==> config.mk <==
export PLATFORM = sky130hd
export DESIGN_NAME = drive_sequencer
export DESIGN_NICKNAME = d
export VERILOG_FILES = /design/src/rtl/drive_pkg.sv /design/src/rtl/motor_ramp_channel.sv /design/src/rtl/drive_sequencer.sv
export SDC_FILE = /design/constraint.sdc
export NUM_CORES = 1
export LEC_CHECK = 0
export ABC_AREA = 1
export CORE_MARGIN = 2
export CORE_UTILIZATION = 55
export DETAILED_ROUTE_END_ITERATION = 8
export PLACE_DENSITY = 0.84
export REMOVE_ABC_BUFFERS = 1
export SKIP_CTS_REPAIR_TIMING = 1
export SLEW_MARGIN = 20
export SYNTH_ARGS = -nofsm -noshare
export SYNTH_HDL_FRONTEND = slang
export SYNTH_HIERARCHICAL = 1
export SYNTH_SLANG_ARGS = --single-unit
==> constraint.sdc <==
create_clock -name PCLK -period 3.1 [get_ports PCLK]
set_input_delay 0.775 -clock PCLK [delete_from_list [all_inputs] [get_ports PCLK]]
set_output_delay 0.775 -clock PCLK [all_outputs]
set_load 0.02 [all_outputs]
==> src/rtl/drive_pkg.sv <==
// Shared types and default timing for the two-channel drive sequencer.
// Ramp arithmetic lives here so both channels step duty identically.
package drive_pkg;

  typedef enum logic [1:0] {
    CH_IDLE,
    CH_RUN,
    CH_RAMP_DOWN,
    CH_DEAD
  } ch_state_t;

  localparam int unsigned DEF_RAMP_DIV    = 100000;
  localparam int unsigned DEF_STEP        = 4;
  localparam int unsigned DEF_DEAD_CYCLES = 1000000;

  // Move cur toward tgt by at most step, landing exactly on tgt.
  function automatic logic [7:0] step_toward(input logic [7:0] cur,
                                             input logic [7:0] tgt,
                                             input logic [7:0] step);
    if (cur < tgt)      return ((tgt - cur) > step) ? cur + step : tgt;
    else if (cur > tgt) return ((cur - tgt) > step) ? cur - step : tgt;
    else                return cur;
  endfunction

endpackage

==> src/rtl/motor_ramp_channel.sv <==
// One motor side: soft-start ramp, ramp-down on reversal, dead-time hold.
module motor_ramp_channel
  import drive_pkg::*;
#(
  parameter int unsigned STEP        = DEF_STEP,
  parameter int unsigned DEAD_CYCLES = DEF_DEAD_CYCLES
) (
  input  logic       clk,
  input  logic       rst_n,
  input  logic       tick,
  input  logic       fault,
  input  logic       force_dead,
  input  logic [7:0] target,
  input  logic       cmd_dir,
  output logic [7:0] duty,
  output logic       en,
  output logic       dir,
  output ch_state_t  state
);

  localparam int unsigned   DW        = (DEAD_CYCLES > 1) ? $clog2(DEAD_CYCLES + 1) : 1;
  localparam logic [DW-1:0] DEAD_LOAD = DW'(DEAD_CYCLES);
  localparam logic [7:0]    STEP_B    = 8'(STEP);

  logic [DW-1:0] dead_cnt;
  logic [7:0]    duty_dn;

  assign duty_dn = step_toward(duty, 8'd0, STEP_B);

  always_ff @(posedge clk or negedge rst_n) begin
    if (!rst_n) begin
      state    <= CH_IDLE;
      duty     <= '0;
      en       <= 1'b0;
      dir      <= 1'b0;
      dead_cnt <= '0;
    end else if (force_dead) begin
      state    <= CH_DEAD;
      duty     <= '0;
      en       <= 1'b0;
      dead_cnt <= DEAD_LOAD;
    end else begin
      unique case (state)
        CH_IDLE: begin
          duty <= '0;
          en   <= 1'b0;
          if (target != '0 && !fault) begin
            dir   <= cmd_dir;
            en    <= 1'b1;
            state <= CH_RUN;
          end
        end
        CH_RUN: begin
          if (cmd_dir != dir && target != '0) begin
            state <= CH_RAMP_DOWN;
          end else if (duty == '0 && target == '0) begin
            en    <= 1'b0;
            state <= CH_IDLE;
          end else if (tick) begin
            duty <= step_toward(duty, target, STEP_B);
          end
        end
        // Drop straight into DEAD on the tick that reaches zero so en never
        // lingers high with zero duty.
        CH_RAMP_DOWN: begin
          if (duty == '0 || (tick && duty_dn == '0)) begin
            duty     <= '0;
            en       <= 1'b0;
            dead_cnt <= DEAD_LOAD;
            state    <= CH_DEAD;
          end else if (tick) begin
            duty <= duty_dn;
          end
        end
        CH_DEAD: begin
          duty <= '0;
          en   <= 1'b0;
          if (dead_cnt <= DW'(1)) state <= CH_IDLE;
          else                    dead_cnt <= dead_cnt - DW'(1);
        end
        default: state <= CH_IDLE;
      endcase
    end
  end

endmodule

==> src/rtl/drive_sequencer.sv <==
// Two-channel drive sequencer: shared ramp prescaler, bump fault latch and
// one motor_ramp_channel per side.
module drive_sequencer
  import drive_pkg::*;
#(
  parameter int unsigned RAMP_DIV    = DEF_RAMP_DIV,
  parameter int unsigned STEP        = DEF_STEP,
  parameter int unsigned DEAD_CYCLES = DEF_DEAD_CYCLES
) (
  input  logic       PCLK,
  input  logic       PRESERN,
  input  logic       cmd_en_r,
  input  logic       cmd_en_l,
  input  logic       cmd_dir_r,
  input  logic       cmd_dir_l,
  input  logic [7:0] cmd_duty_r,
  input  logic [7:0] cmd_duty_l,
  input  logic       cmd_update,
  input  logic       bump_hit,
  output logic [7:0] PWM_DUTY_R,
  output logic [7:0] PWM_DUTY_L,
  output logic       PWM_EN_R,
  output logic       PWM_EN_L,
  output logic       PWM_DIR_R,
  output logic       PWM_DIR_L,
  output logic       fault,
  output logic       busy
);

  localparam int unsigned   PW       = (RAMP_DIV > 1) ? $clog2(RAMP_DIV) : 1;
  localparam logic [PW-1:0] PRE_LAST = PW'(RAMP_DIV - 1);

  logic [PW-1:0] pre_cnt;
  logic          tick;
  logic          bump_q;
  logic          bump_rise;
  logic [7:0]    target_r;
  logic [7:0]    target_l;
  ch_state_t     state_r;
  ch_state_t     state_l;

  assign tick      = (pre_cnt == PRE_LAST);
  assign bump_rise = bump_hit & ~bump_q;
  assign target_r  = cmd_en_r ? cmd_duty_r : '0;
  assign target_l  = cmd_en_l ? cmd_duty_l : '0;

  always_ff @(posedge PCLK or negedge PRESERN) begin
    if (!PRESERN) pre_cnt <= '0;
    else          pre_cnt <= tick ? '0 : pre_cnt + 1'b1;
  end

  // A new bump outranks a same-cycle clearing write.
  always_ff @(posedge PCLK or negedge PRESERN) begin
    if (!PRESERN) begin
      bump_q <= 1'b0;
      fault  <= 1'b0;
    end else begin
      bump_q <= bump_hit;
      if (bump_rise)                   fault <= 1'b1;
      else if (cmd_update && !bump_hit) fault <= 1'b0;
    end
  end

  motor_ramp_channel #(
    .STEP        (STEP),
    .DEAD_CYCLES (DEAD_CYCLES)
  ) u_ch_r (
    .clk        (PCLK),
    .rst_n      (PRESERN),
    .tick       (tick),
    .fault      (fault),
    .force_dead (bump_rise),
    .target     (target_r),
    .cmd_dir    (cmd_dir_r),
    .duty       (PWM_DUTY_R),
    .en         (PWM_EN_R),
    .dir        (PWM_DIR_R),
    .state      (state_r)
  );

  motor_ramp_channel #(
    .STEP        (STEP),
    .DEAD_CYCLES (DEAD_CYCLES)
  ) u_ch_l (
    .clk        (PCLK),
    .rst_n      (PRESERN),
    .tick       (tick),
    .fault      (fault),
    .force_dead (bump_rise),
    .target     (target_l),
    .cmd_dir    (cmd_dir_l),
    .duty       (PWM_DUTY_L),
    .en         (PWM_EN_L),
    .dir        (PWM_DIR_L),
    .state      (state_l)
  );

  assign busy = (state_r inside {CH_RAMP_DOWN, CH_DEAD}) ||
                (state_l inside {CH_RAMP_DOWN, CH_DEAD});

endmodule
==> metrics.cfg, run 1 <==
[layout]
finalInstanceArea_um2 = 10160
final_cell_count_no_fill = 1698
postLayoutCoreUtil_pct = 66.35
final_common_cell = nand2_1
diodes = 0
drive_gt1_share_pct = 17.48
fin_nets = 1559
area_growth_pct = 17.44
mostFrequentLayoutCells = 397 x nand2_1, 179 x inv_1, 170 x nand3_1

[pwr]
switchingPower_w = 0.005248
leakage_nw = 5.552
switching_share_pct = 53.04
p_clk_share_pct = 10.2
internal_power_w = 0.004646
pwr-share-comb_pct = 70.1
pwr-share-seq_pct = 19.6
powerDensity_nw_per_um2 = 973.7
vdd_drop_max_mv = 0.5864

[sta]
finalCriticalPeriod_ps = 2954
max-slew-margin-rel_pct = 55.89
tightestPinTransition_ps = 661.6
skew_ps = 7.873
setup_slack_ps = 146.5
slew_violations = 0
finalCritPeriodShare_pct = 95.27
rsz0062_at_grt = true
clock.fmax_mhz = 338.6
finalHoldViolCount = 0
setup_viol = 0
whs_ps = 462.4

[global_routing]
grt_start_max_net_pins = 51
grt_pass1_vias = 8421
grt_pass1_wl_mm = 36.96
grt_usage_pct = 26.71
antenna_found_initial = 0
overflow = 0

[worst_setup_path]
crit_path_max_fanout = 4
required_ps = 3330
critPathLaunchType = primary input
worstSetupPathType = in2reg
crit_path_end_kind = flip-flop
worstPathArrival_ps = 3180

[detailed_routing]
met1_length_mm = 9.744
drtIter0Drc = 724
route.top_layer_used = met4
drc = 0
dr_wl_met3_mm = 1.225
vias_per_cell = 5.255
wl_per_cell_um = 12.82
met2_length_mm = 10.41
num_vias = 8923
firstDrtPassIters = 7
drt_wl_total_mm = 21.77
drt.antenna.violating_nets = 0

[clocking]
h-tree-depth = 3
clock_latency_ps = 340
cts_sinks = 83
cts_tree = yes
root_buffer = clkbuf_16
clockBufferDepth = 2
cts.clk_slew.worst_paths_ps = 60
cts_made_buffers = 9

[logic_synthesis]
ys_seq_area_share_pct = 24.01
postSynthCellCount = 1368
synth_seq_cells = 83
syn_area_um2 = 8652
yosysWarnings = 6
ys_types = 45
synth_area_per_cell_um2 = 6.325

[place]
io_buffers = 45
post-place-ws_ps = -439.9
dp_cells = 1679
hpwlAfterDp_mm = 16.54
post_dp_cell_area_um2 = 9752
routabilityCongestion = 0.9386

[floorplanning]
fp-row-count = 45
die_y_um = 129.4
ios = 46
die-area_um2 = 16750
initial_core_util_pct = 56.50
die_w_um = 129.4
core_um2 = 15310

[worst_hold_path]
hold_path_class = in2async

[run_status]
status = completed

[flow_run]
drv_cap = 0

==> metrics by stage <==
stage                     power (W)  setup TNS (ps)
after floorplan            0.006756               0
after global placement     0.008414           -4841
after detailed placement   0.008596           -5740
after CTS                  0.009681          -423.7
after global routing        0.01087          -113.0
final                      0.009894               0
==> power groups by stage <==
stage / registers, W / logic [W] / clock network, W
after floorplan: 0.00192 / 0.00483 / 0
after global placement: 0.00193 / 0.00648 / 0
after detailed placement: 0.00195 / 0.00665 / 0
after CTS: 0.00194 / 0.00670 / 0.00104
after global routing: 0.00200 / 0.00778 / 0.00108
final: 0.00194 / 0.00694 / 0.00101
==> flip-flops by register name (all words and copies together) (netlist names) <==
| signal | count |
|---|---|
| u_ch_r/state | 2 |
| u_ch_l/state | 2 |
| u_ch_r/dir | 1 |
| u_ch_l/duty | 8 |
| u_ch_l/dead_cnt | 20 |
| pre_cnt | 17 |
| u_ch_r/dead_cnt | 20 |
| bump_q | 1 |
| u_ch_r/en | 1 |
| u_ch_l/dir | 1 |
| u_ch_l/en | 1 |
| u_ch_r/duty | 8 |
| fault | 1 |
==> routing by layer <==
layer	track usage, %	vias to the layer above
li1	-	4499
met1	35.04	4097
met3	3.922	29
met5	0	-
met4	7.400	0
met2	46.16	298
==> cells by family after synthesis <==
| family | share of synthesized area [%] |
|---|---|
| AOI/OAI and AO/OA | 4.309 |
| xor gates and xnor gates | 4.237 |
| adders and majority gates | 7.838 |
| buffers and inverters | 11.15 |
| DFF | 24.01 |
| and+or+nand+nor | 48.46 |
==> synth_stat cells (all sizes together) <==
cell | count | area share, %
nand2 | 481 | 23
inv | 195 | 8.5
nand3 | 184 | 12
nor2 | 180 | 9.0
dfrtp | 83 | 24
ha | 51 | 7.4
xor2 | 32 | 3.3
a21oi | 29 | 1.7
o21ai | 25 | 1.5
nand4 | 20 | 1.4
buf | 17 | 2.2
or2 | 15 | 1.1
nor3 | 11 | 0.75
xnor2 | 9 | 0.91
clkbuf | 7 | 0.30
nand3b | 6 | 0.52
o31ai | 5 | 0.43
nor3b | 3 | 0.26
nor4 | 3 | 0.39
o21bai | 3 | 0.26
a21boi | 2 | 0.26
a31oi | 2 | 0.14
clkinv | 2 | 0.087
fa | 2 | 0.46
nand2b | 1 | 0.072
==> worst max-delay path, stage by stage <==
cell	delay (ps)
clkdlybuf4s50_1	450
nand2_1	60
inv_2	60
inv_1	50
ha_2	190
fa_2	400
inv_2	80
nand2_2	60
nand2_1	80
nand3_1	60
nand2_1	80
nand3_2	90
nor2_4	190
buf_6	130
nand3_1	70
nand2_1	70
nand2_1	50
nand2_1	50
nand2_1	50
nand2_1	80
nand2_1	50
==> cell type report <==
cell class	instances	area, µm²
clock buffer	12	256.5
clock inverter	4	25.02
fill	1372	5154
inverter	197	747.0
multi-input combinational	1064	5707
sequential	83	2077
tap	211	264.0
timing repair buffer	127	1085
==> path summary, 6_finish.rpt <==
path,from,slack (ps),cells past startpoint,end
worst max-delay path,cmd_duty_r[0],150,21,u_ch_r/duty[7]
worst max register to register,u_ch_r/duty[2],480,18,u_ch_r/duty[7]
worst min register to register,u_ch_l/en,480,2,u_ch_l/en
worst min-delay path,PRESERN,460,1,u_ch_l/duty[2]
max in group asynchronous,PRESERN,2040,2,u_ch_l/dead_cnt[18]
min in group PCLK,u_ch_l/en,480,2,u_ch_l/en
No activity file was read; power rests on OpenSTA's default activity.
==> inputs of run 2 (changes only) <==
CTS_CLUSTER_DIAMETER = 120   (was not set)
==> results of run 2 <==
Same layout as run 1: the final DEF is identical, and so are final timing and power.
